--- src/rtl/fetch_pkg.sv ---
// Shared types for the instruction fetch sequencer: widths, FSM state
// encoding and the prefetch FIFO entry layout.
package fetch_pkg;

    localparam int unsigned ADDR_W = 8;
    localparam int unsigned INST_W = 32;

    typedef enum logic [1:0] {
        IDLE = 2'd0,
        RUN  = 2'd1,
        HALT = 2'd2
    } fetch_state_t;

    typedef struct packed {
        logic [ADDR_W-1:0] pc;
        logic [INST_W-1:0] inst;
    } fetch_entry_t;

endpackage

--- src/rtl/fetch_fifo.sv ---
// Prefetch FIFO: power-of-two depth, registered head, synchronous
// push/pop/flush. A push while full is legal only with a same-cycle pop.
module fetch_fifo
    import fetch_pkg::*;
#(
    parameter int unsigned DEPTH = 2,
    parameter type         T     = fetch_entry_t
) (
    input  logic clk,
    input  logic rst_n,
    input  logic push,
    input  T     din,
    input  logic pop,
    input  logic flush,
    output T     dout,
    output logic full,
    output logic empty
);

    localparam int unsigned PW = $clog2(DEPTH);
    localparam int unsigned CW = PW + 1;

    T                mem_q [DEPTH];
    logic [PW-1:0]   wr_q;
    logic [PW-1:0]   rd_q;
    logic [CW-1:0]   cnt_q;
    logic [CW-1:0]   cnt_d;
    logic            do_push;
    logic            do_pop;

    assign full    = (cnt_q == CW'(DEPTH));
    assign empty   = (cnt_q == '0);
    assign do_pop  = pop && !empty;
    assign do_push = push && (!full || do_pop);
    assign dout    = mem_q[rd_q];

    // Occupancy update from the qualified push/pop pair
    always_comb begin
        cnt_d = cnt_q;
        case ({do_push, do_pop})
            2'b10:   cnt_d = cnt_q + CW'(1);
            2'b01:   cnt_d = cnt_q - CW'(1);
            default: cnt_d = cnt_q;
        endcase
    end

    // Storage, pointers and occupancy; flush only rewinds the bookkeeping
    always_ff @(posedge clk or negedge rst_n) begin
        if (!rst_n) begin
            for (int unsigned i = 0; i < DEPTH; i++) begin
                mem_q[i] <= '0;
            end
            wr_q  <= '0;
            rd_q  <= '0;
            cnt_q <= '0;
        end else if (flush) begin
            wr_q  <= '0;
            rd_q  <= '0;
            cnt_q <= '0;
        end else begin
            if (do_push) begin
                mem_q[wr_q] <= din;
                wr_q        <= wr_q + PW'(1);
            end
            if (do_pop) begin
                rd_q <= rd_q + PW'(1);
            end
            cnt_q <= cnt_d;
        end
    end

endmodule

--- src/rtl/fetch_unit.sv ---
// Instruction fetch sequencer: owns the PC, drives the instruction memory
// address, queues fetched words in a prefetch FIFO and hands them to
// decode over valid/ready. Redirects flush the queue and reload the PC.
module fetch_unit
    import fetch_pkg::*;
#(
    parameter int unsigned       DEPTH    = 2,
    parameter logic [ADDR_W-1:0] RESET_PC = 8'h00
) (
    input  logic              clk,
    input  logic              rst_n,
    input  logic              start,
    input  logic              halt,
    input  logic              redirect_valid,
    input  logic [ADDR_W-1:0] redirect_pc,
    output logic [ADDR_W-1:0] imem_addr,
    input  logic [INST_W-1:0] imem_data,
    output logic              inst_valid,
    input  logic              inst_ready,
    output logic [INST_W-1:0] inst_data,
    output logic [ADDR_W-1:0] inst_pc,
    output logic [1:0]        state
);

    fetch_state_t      state_q, state_d;
    logic [ADDR_W-1:0] pc_q, pc_d;
    logic              push, pop, flush;
    logic              fifo_full, fifo_empty;
    fetch_entry_t      wdata, head;

    // Push/pop/flush control, next PC and next FSM state.
    // Redirect overrides everything: no push, no pop, state untouched.
    always_comb begin
        flush   = redirect_valid;
        pop     = !fifo_empty && inst_ready && !redirect_valid;
        push    = (state_q == RUN) && !halt && !redirect_valid && (!fifo_full || pop);
        wdata   = fetch_entry_t'{pc: pc_q, inst: imem_data};
        pc_d    = pc_q;
        state_d = state_q;
        if (redirect_valid) begin
            pc_d = redirect_pc & ~ADDR_W'(3);
        end else begin
            if (push) begin
                pc_d = pc_q + ADDR_W'(4);
            end
            case (state_q)
                IDLE:    if (start && !halt) state_d = RUN;
                RUN:     if (halt)           state_d = HALT;
                HALT:    if (start && !halt) state_d = RUN;
                default:                     state_d = IDLE;
            endcase
        end
    end

    // PC and FSM registers
    always_ff @(posedge clk or negedge rst_n) begin
        if (!rst_n) begin
            pc_q    <= RESET_PC;
            state_q <= IDLE;
        end else begin
            pc_q    <= pc_d;
            state_q <= state_d;
        end
    end

    fetch_fifo #(
        .DEPTH (DEPTH),
        .T     (fetch_entry_t)
    ) u_fifo (
        .clk   (clk),
        .rst_n (rst_n),
        .push  (push),
        .din   (wdata),
        .pop   (pop),
        .flush (flush),
        .dout  (head),
        .full  (fifo_full),
        .empty (fifo_empty)
    );

    assign imem_addr  = pc_q;
    assign inst_valid = !fifo_empty;
    assign inst_data  = head.inst;
    assign inst_pc    = head.pc;
    assign state      = state_q;

endmodule

--- config.mk ---
export PLATFORM = sky130hd
export DESIGN_NAME = fetch_unit
export DESIGN_NICKNAME = d
export VERILOG_FILES = /design/src/rtl/fetch_pkg.sv /design/src/rtl/fetch_fifo.sv /design/src/rtl/fetch_unit.sv
export SDC_FILE = /design/constraint.sdc
export NUM_CORES = 1
export LEC_CHECK = 0
export BUFFER_PORTS_ARGS = -buffer_cell sky130_fd_sc_hd__buf_2
export CELL_PAD_IN_SITES_DETAIL_PLACEMENT = 2
export CELL_PAD_IN_SITES_GLOBAL_PLACEMENT = 2
export CORE_AREA = 2 2 110 112
export DETAILED_ROUTE_END_ITERATION = 6
export DIE_AREA = 0 0 112 114
export PLACE_DENSITY = 0.73
export SLEW_MARGIN = 40
export SYNTH_ARGS = -nofsm -noshare
export SYNTH_HDL_FRONTEND = slang
export SYNTH_SLANG_ARGS = --single-unit
--- constraint.sdc ---
create_clock -name clk -period 2.8 [get_ports clk]
set_clock_uncertainty 0.1 [all_clocks]
set_input_delay 0.56 -clock clk [delete_from_list [all_inputs] [get_ports clk]]
set_output_delay 0.56 -clock clk [all_outputs]
set_load 0.01 [all_outputs]
# After elaboration in Yosys (flattened, before gate mapping)
# Index checks and enable logic that the tools add are counted.
# classes
addsub,5
magnitude_cmp,3
eq_ne,7
n_mux,17
bitwise_logic,3
n_reduce_logical,24
# ops
operator,n
2-to-1 mux 40 bit,4
bitwise mux 80 bit,1
demux 40 bit (select 1 bit),1
2-to-1 mux 8 bit,2
logical AND 1 bit,9
"adder 8 x 3 -> 8 bit, second input constant",1
one-hot mux 2 bit (2 select lines),2
"== test 2 bit, second input constant",3
2-to-1 mux 2 bit,3
nonzero test 2 bit,3
"== test 2 x 1 -> 1 bit, second input constant",2
"greater-or-equal comparator 2 bit, second input constant",2
logical NOT 1 bit,4
logical NOT 2 bit,2
2-to-1 mux 1 bit,4
inverter 1 -> 2 bit,2
AND reduction 3 bit,1
nonzero test 3 bit,1
"adder 1 bit, second input constant",2
"adder 2 x 1 -> 2 bit, second input constant",1
logical OR 1 bit,2
"< comparator 2 x 1 -> 1 bit, second input constant",1
"inequality test 2 x 1 -> 1 bit, second input constant",1
"inequality test 2 bit, second input constant",1
4 further kinds,4
# word_totals
register_bits,94
input_bits,46
output_inout_bits,51
elab_cells,68

# Depth between registers and ports, before layout
# Gate-level depths: netlist (run 1).
# depth
ltp_word,10
depth_mapped,7
ltp_nobuf,5

# Hierarchy
# Synthesis (run 1) repeated with hierarchy kept, for this count alone.
# hier_totals
cells_unflattened,296
area_unflattened_um2,4405.5
# modules_own_cells
mod,n_inst,cells_each,area_each_um2,seq_area_each_um2
fetch_fifo,1,239,3863.7,2102.0
fetch_unit,1,57,541.8,200.2

# Worst setup path after synthesis (run 1)
# OpenSTA, ideal clock, no wires.
# synth_timing
kind,register to output
start,register u_fifo.rd_q
end,output port inst_data[10]
arrival_ns,1.437
required_ns,2.140
setup_slack_ns,0.703
stages_incl_launch_ff,4
n_path_buf,2
path_cell_list,dfrtp_1 -> clkbuf_1 -> clkbuf_1 -> mux2_2
# synth_between
elab_chain_cells,4
# synth_lines
element,line_no,rtl
"start, declared",fetch_fifo.sv:25,logic [PW-1:0] rd_q;
"start signal, assigned",fetch_fifo.sv:66,rd_q <= rd_q + PW'(1);
inverter 1 -> 2 bit (implied by the code),fetch_fifo.sv:35,assign dout = mem_q[rd_q];
2-to-1 mux 40 bit (implied by the code) (3 in a row),fetch_fifo.sv:35,
"end, declared",fetch_unit.sv:20,"output logic [INST_W-1:0] inst_data,"
# No other way between the ends. The select of a mux whose other input is x is not followed.

# Worst setup path after layout (run 1)
# layout_timing
start,register u_fifo.rd_q
end,output port inst_data[16]
# The elaborated chain is that of the path after synthesis.

==> results.txt, run 1 <==
part of the Yosys area used for sequential elements - 53.9%
worst slew pin tran - 670 ps
Startpoint Class - flop
Setup WS pre-CTS - 436 ps
vias in the first global route - 3032
Die W - 112 µm
Worst-path clk slew - 60 ps
Util after Layout - 42.9%
Worst path depth - 3
multi-input logic area - 1760 µm²
Final Cycle Share - 84.5%
final slew viol count - 0
CTS H-Tree Depth - 3
Fill cells - 1175
Diodes inserted - 0
Cell Area, Synth - 4080 µm²
Die Ht - 114 µm
post-route ant nets - 0
Pwr Density - 938 nW/µm²
CP peak stage delay - 590 ps
Port Buffers - 90
pin count of the biggest net entering global routing - 50
Clock Path Buffers - 2
slowest CP cell - dfrtp_2
HPWL Detailed - 6820 µm
drt pass-1 iters - 4
WP data arrival - 1710 ps
io pins - 97
largest fanout on the critical path - 27
total core area - 11700 µm²
CTS tree - built
TritonCTS Buffers - 9
total congestion overflow - 0
placer congestion estimate - 0.738
Via Count - 2584
Clk Latency, worst-skew pair - 340 ps
Critical path buffers and inverters - 2
Setup violations, final - 0
RSZ-0062 raised after global routing - false
final worst setup slack - 433 ps
Worst setup EP type - primary output
Synth async-reset ratio - 100%
Non-Filler Instances - 526
Critical Setup Path Class - reg -> out
Resized cells post-CTS - 0
hold_buf cts - 0
standby leakage power - 2.46 nW
vias per cell - 4.91
fmax - 422 MHz
Final Hold Viols - 0
status - complete, no violations
number of setup buffers added after CTS - 0
Mapped Avg Cell Area - 14.4 µm²
clock root buffer - clkbuf_16
aggregate routed wire length - 10100 µm
Reg2Reg Setup Slack - 700 ps
Post-DP Area - 4710 µm²
share of cells above drive strength 1 - 59.4%
Max rail drop VDD - 0.000402 V
Syn-to-layout area delta - 23.0%
Num Clock Sinks - 88
CP top delay family - flip-flops
ys flop type - dfrtp_1
Synth cell types - 35
Min Clock Period, post-route - 2370 ps
initial antenna violation count - 0
first-pass GRT wire length - 16800 µm
fin area - 5020 µm²
Max-slew headroom - 55.3%
GRT Overall Usage - 17.1%
DRC viols - 0
Storage cell area - 2200 µm²
Setup TNS - 0 ps
Mapped Cells - 283
Max-Cap Viols - 0
number of synthesized register bits - 88
# rows - 40
Ys Warns - 0
Post-Place Cells - 510
final net count - 421
Hold WC Path Type - in -> async
Reg2Reg Depth - 4
starting density of the core - 34.9%
die footprint - 12800 µm²
Required @ worst endpoint - 2140 ps
EDFF count, synth - 0
drt wl/cell - 19.3 µm
Initial DRC Count - 53
worst path cell trace - buf_12 -> mux2_2 -> buf_2
==> worst paths after layout <==
kind | to | from
min | u_fifo.mem_q[29] | rst_n
min in group clk | imem_addr[4] | redirect_pc[4]
min reg2reg | u_fifo.mem_q[76] | u_fifo.mem_q[76]
max | inst_data[16] | u_fifo.rd_q
max reg2reg | u_fifo.mem_q[54] | state[1]
max in group asynchronous | u_fifo.mem_q[62] | rst_n
==> metal layers <==
layer | share of wire [%] | GRT usage (%) | wire, µm | vias up
li1 | - | - | - | 1181
met1 | 43 | 21.2 | 4350 | 1337
met2 | 52 | 30.1 | 5280 | 56
met3 | 3.6 | 3.29 | 367 | 10
met4 | 1.4 | 5.85 | 138 | 0
met5 | 0 | 0 | 0 | -
==> through the flow <==
step | hold WS, ps | power (W)
2_1_floorplan | 164 | 0.00286
3_3_place_gp | 365 | 0.00333
3_5_place_dp | 380 | 0.00345
4_1_cts | 173 | 0.00480
5_1_grt | 211 | 0.00502
6_report | 156 | 0.00471
==> cell families (layout without fill, tap and decap cells) <==
group,Yosys count,after routing,share of synthesized area [%]
buffers and inverters,21,114,3.40
multiplexers,117,117,34.0
other,1,4,0.0919
flip-flops,88,88,53.9
adder cells (fa/ha/maj),1,1,0.306
AND/OR/NAND/NOR,32,32,4.32
XOR/XNOR,6,6,1.29
AO/OA/AOI/OAI,17,17,2.61
==> sequential cells by signal, indices dropped and copies added, names as in the netlist <==
register and cells:
u_fifo.mem_q 76, imem_addr 6, state 2, u_fifo.cnt_q 2
u_fifo.rd_q 1, u_fifo.wr_q 1
==> power by group <==
group | internal, W | switching [W] | total, W
clock | 0.000806 | 0.000486 | 0.00129
sequential | 0.00171 | 0.000259 | 0.00197
combinational | 0.000834 | 0.000612 | 0.00145
==> cells in the mapped netlist, types with 3 or more instances <==
cell	instances	area, µm²
mux2_2	91	1020
dfrtp_1	88	2200
mux2_4	20	300
nand2_1	10	37.5
o21ai_0	8	40.0
buf_4	5	37.5
buf_6	5	56.3
clkbuf_1	5	18.8
nor2_1	5	18.8
mux2_1	4	45.0
xor2_1	4	35.0
and3_1	3	18.8
buf_2	3	15.0
nor3_1	3	15.0
==> layout make-up <==
| cell class | count | share of cell area [%] |
|---|---|---|
| sequential | 88 | 43.9 |
| tap | 147 | 3.66 |
| inverter | 2 | 0.149 |
| clock buffer | 13 | 4.98 |
| clock inverter | 3 | 1.30 |
| timing repair buffer | 96 | 10.9 |
| multi-input combinational | 177 | 35.1 |
==> layout by cell type, fill, tap and decap left out, types with 2 or more instances in the layout <==
cell and count:
xnor2_1 2, and3_1 3, o21ai_0 8, buf_12 4, dfrtp_1 87, nand2b_1 2
nor3b_1 2, inv_1 2, nor2_1 5, mux2i_1 2, a21oi_1 2, clkbuf_1 3
clkbuf_16 9, conb_1 4, mux2_2 91, nor2b_1 2, nand2_1 9, buf_4 3
o211ai_1 2, bufinv_16 2, mux2_4 20, mux2_1 4, nor3_1 3, buf_2 89
xor2_1 4
==> worst register-to-register path: cells and delay by family, from the launching register on <==
kind	cells	cell delay, ps
simple gates	2	790
mux	1	390
buf+inv	1	270
flops	1	420
(Power assumes the default switching activity.)
==> run 2, diff against run 1 <==
Clock period 2.8 ns to 2.2 ns, I/O delays scaled along.
==> run 2 against run 1 <==
Compared with the run above: sequential power is 27% higher; combinational power is 28% higher; clock power is 19% higher; sequential share of layout area is 0.72 points lower; critical path type is now reg -> reg; largest power group unchanged.
==> results.txt, run 2 (synthesized netlist as in run 1, its figures left out) <==
standby leakage power - 2.51 nW (+1.9%)
Num Clock Sinks - 88 (unchanged)
Top reg by flops - u_fifo.mem_q
WP data arrival - 2170 ps (+460 ps)
Non-Filler Instances - 536 (+1.9%)
Worst setup EP type - flop
RSZ-0062 raised after global routing - false
Clock Path Buffers - 2 (unchanged)
Final Hold Viols - 0 (unchanged)
die footprint - 12800 µm² (unchanged)
initial antenna violation count - 0 (unchanged)
Final Cycle Share - 93.0%
Die Ht - 114 µm (unchanged)
Via Count - 2642 (+2.2%)
commonest non-fill, non-tap cell in the layout - mux2_2
Initial DRC Count - 46 (-13%)
Max rail drop VDD - 0.000472 V (+18%)
slowest CP cell - or3b_1
io pins - 97 (unchanged)
vias in the first global route - 3008 (-0.79%)
starting density of the core - 34.9% (unchanged)
CTS H-Tree Depth - 3 (unchanged)
Post-Place Cells - 519 (+1.8%)
total congestion overflow - 0 (unchanged)
Max-Cap Viols - 0 (unchanged)
fmax - 489 MHz
TritonCTS Buffers - 9 (unchanged)
Setup WS pre-CTS - 36.4 ps (-400 ps)
clock root buffer - clkbuf_16
GRT Overall Usage - 16.7% (-0.36 points)
worst slew pin tran - 567 ps (-103 ps)
Required @ worst endpoint - 2330 ps (+190 ps)
pin count of the biggest net entering global routing - 41 (-18%)
commonest non-fill, non-tap cells in the layout - 91 x mux2_2, 89 x buf_2, 87 x dfrtp_1
status - complete, no violations
HPWL Detailed - 6870 µm (+0.72%)
Hold WC Path Type - in -> reg
Min Clock Period, post-route - 2050 ps
CP top delay family - simple AND/OR/NAND/NOR gates
final net count - 432 (+2.6%)
Largest register FFs - 76 (unchanged)
Critical path buffers and inverters - 1 (-1)
final worst setup slack - 154 ps (-279 ps)
final slew viol count - 0 (unchanged)
# rows - 40 (unchanged)
Die W - 112 µm (unchanged)
CTS tree - built
Startpoint Class - flop
Pwr Density - 1160 nW/µm² (+23%)
Setup TNS - 0 ps (unchanged)
drt pass-1 iters - 5 (+1)
worst path cell trace - or3b_1 -> nor4_4 -> buf_12 -> mux2_2
Critical Setup Path Class - reg -> reg
drt wl/cell - 18.6 µm (-3.7%)
Diodes inserted - 0 (unchanged)
first-pass GRT wire length - 16400 µm (-2.1%)
Setup violations, final - 0 (unchanged)
vias per cell - 4.93 (+0.34%)
Resized cells post-CTS - 0 (unchanged)
Clk Latency, worst-skew pair - 350 ps (about the same)
Worst-path clk slew - 60 ps (about the same)
aggregate routed wire length - 9950 µm (-1.9%)
share of cells above drive strength 1 - 60.4% (+1.0 points)
total core area - 11700 µm² (unchanged)
placer congestion estimate - 0.706 (-4.3%)
post-route ant nets - 0 (unchanged)
CP peak stage delay - 500 ps (-90 ps)
Pwr Total - 0.00590 W (+25%)
Port Buffers - 90 (unchanged)
DRC viols - 0 (unchanged)
Max-slew headroom - 62.2% (+6.9 points)
largest fanout on the critical path - 23 (-15%)
Fill cells - 1200 (+2.1%)
Syn-to-layout area delta - 25.1%
run 2: repair_timing:
item / 4_1_cts / 5_1_grt
hold buffers: 1 / 0
buffers inserted: 0 / 1
hold endpoints to repair: 5 / 0
setup endpoints to repair: 0 / 6
run 2: path summary, 6_finish.rpt:
kind | endpoint | slack (ps) | cells past startpoint | from
setup reg to reg | u_fifo.mem_q[47] | 150 | 4 | state[1]
hold / removal | imem_addr[2] | 210 | 3 | redirect_pc[2]
min in group asynchronous | u_fifo.mem_q[28] | 540 | 2 | rst_n
setup / recovery | u_fifo.mem_q[47] | 150 | 4 | state[1]
max in group asynchronous | u_fifo.mem_q[1] | 880 | 3 | rst_n
hold reg to reg | u_fifo.mem_q[76] | 390 | 1 | u_fifo.mem_q[76]
run 2: power by group:
group	leakage, nW	switching (W)	internal, W
Sequential	1.13	0.000323	0.00218
Clock	0.139	0.000632	0.000904
Combinational	1.24	0.000777	0.00108
Total	2.51	0.00173	0.00417
run 2: routing by layer:
layer	wire, µm	part of all wire, %	up-vias	GRT usage (%)
met2	5210	52	58	28.4
met5	0	0	-	0
met1	4150	42	1373	20.6
met3	373	3.8	12	3.56
met4	206	2.1	0	7.56
li1	-	-	1199	-
run 2: cell type report:
type	count	area (µm²)	share of cell area (%)
flip-flops and latches	88	2200	43.2
repair buffers	107	658	12.9
clock buffers	12	246	4.83
well taps	147	184	3.60
clock inverters	3	42.5	0.833
inverters	2	7.51	0.147
multi-input cells	177	1760	34.6
run 2: stage by stage:
step / utilization, % / cell area [µm²] / hold slack, ps
2_1_floorplan: - / 4090 / 44.4
3_3_place_gp: 41.0 / 4800 / 365
3_5_place_dp: 41.0 / 4800 / 378
4_1_cts: 43.5 / 5100 / 198
5_1_grt: 43.6 / 5110 / 223
6_report: 43.6 / 5110 / 208
run 2: worst register-to-register path, cell delays in order (launching register included):
cell and delay (ps):
dfrtp_1 430, or3b_1 500, nor4_4 290, buf_12 230, mux2_2 380
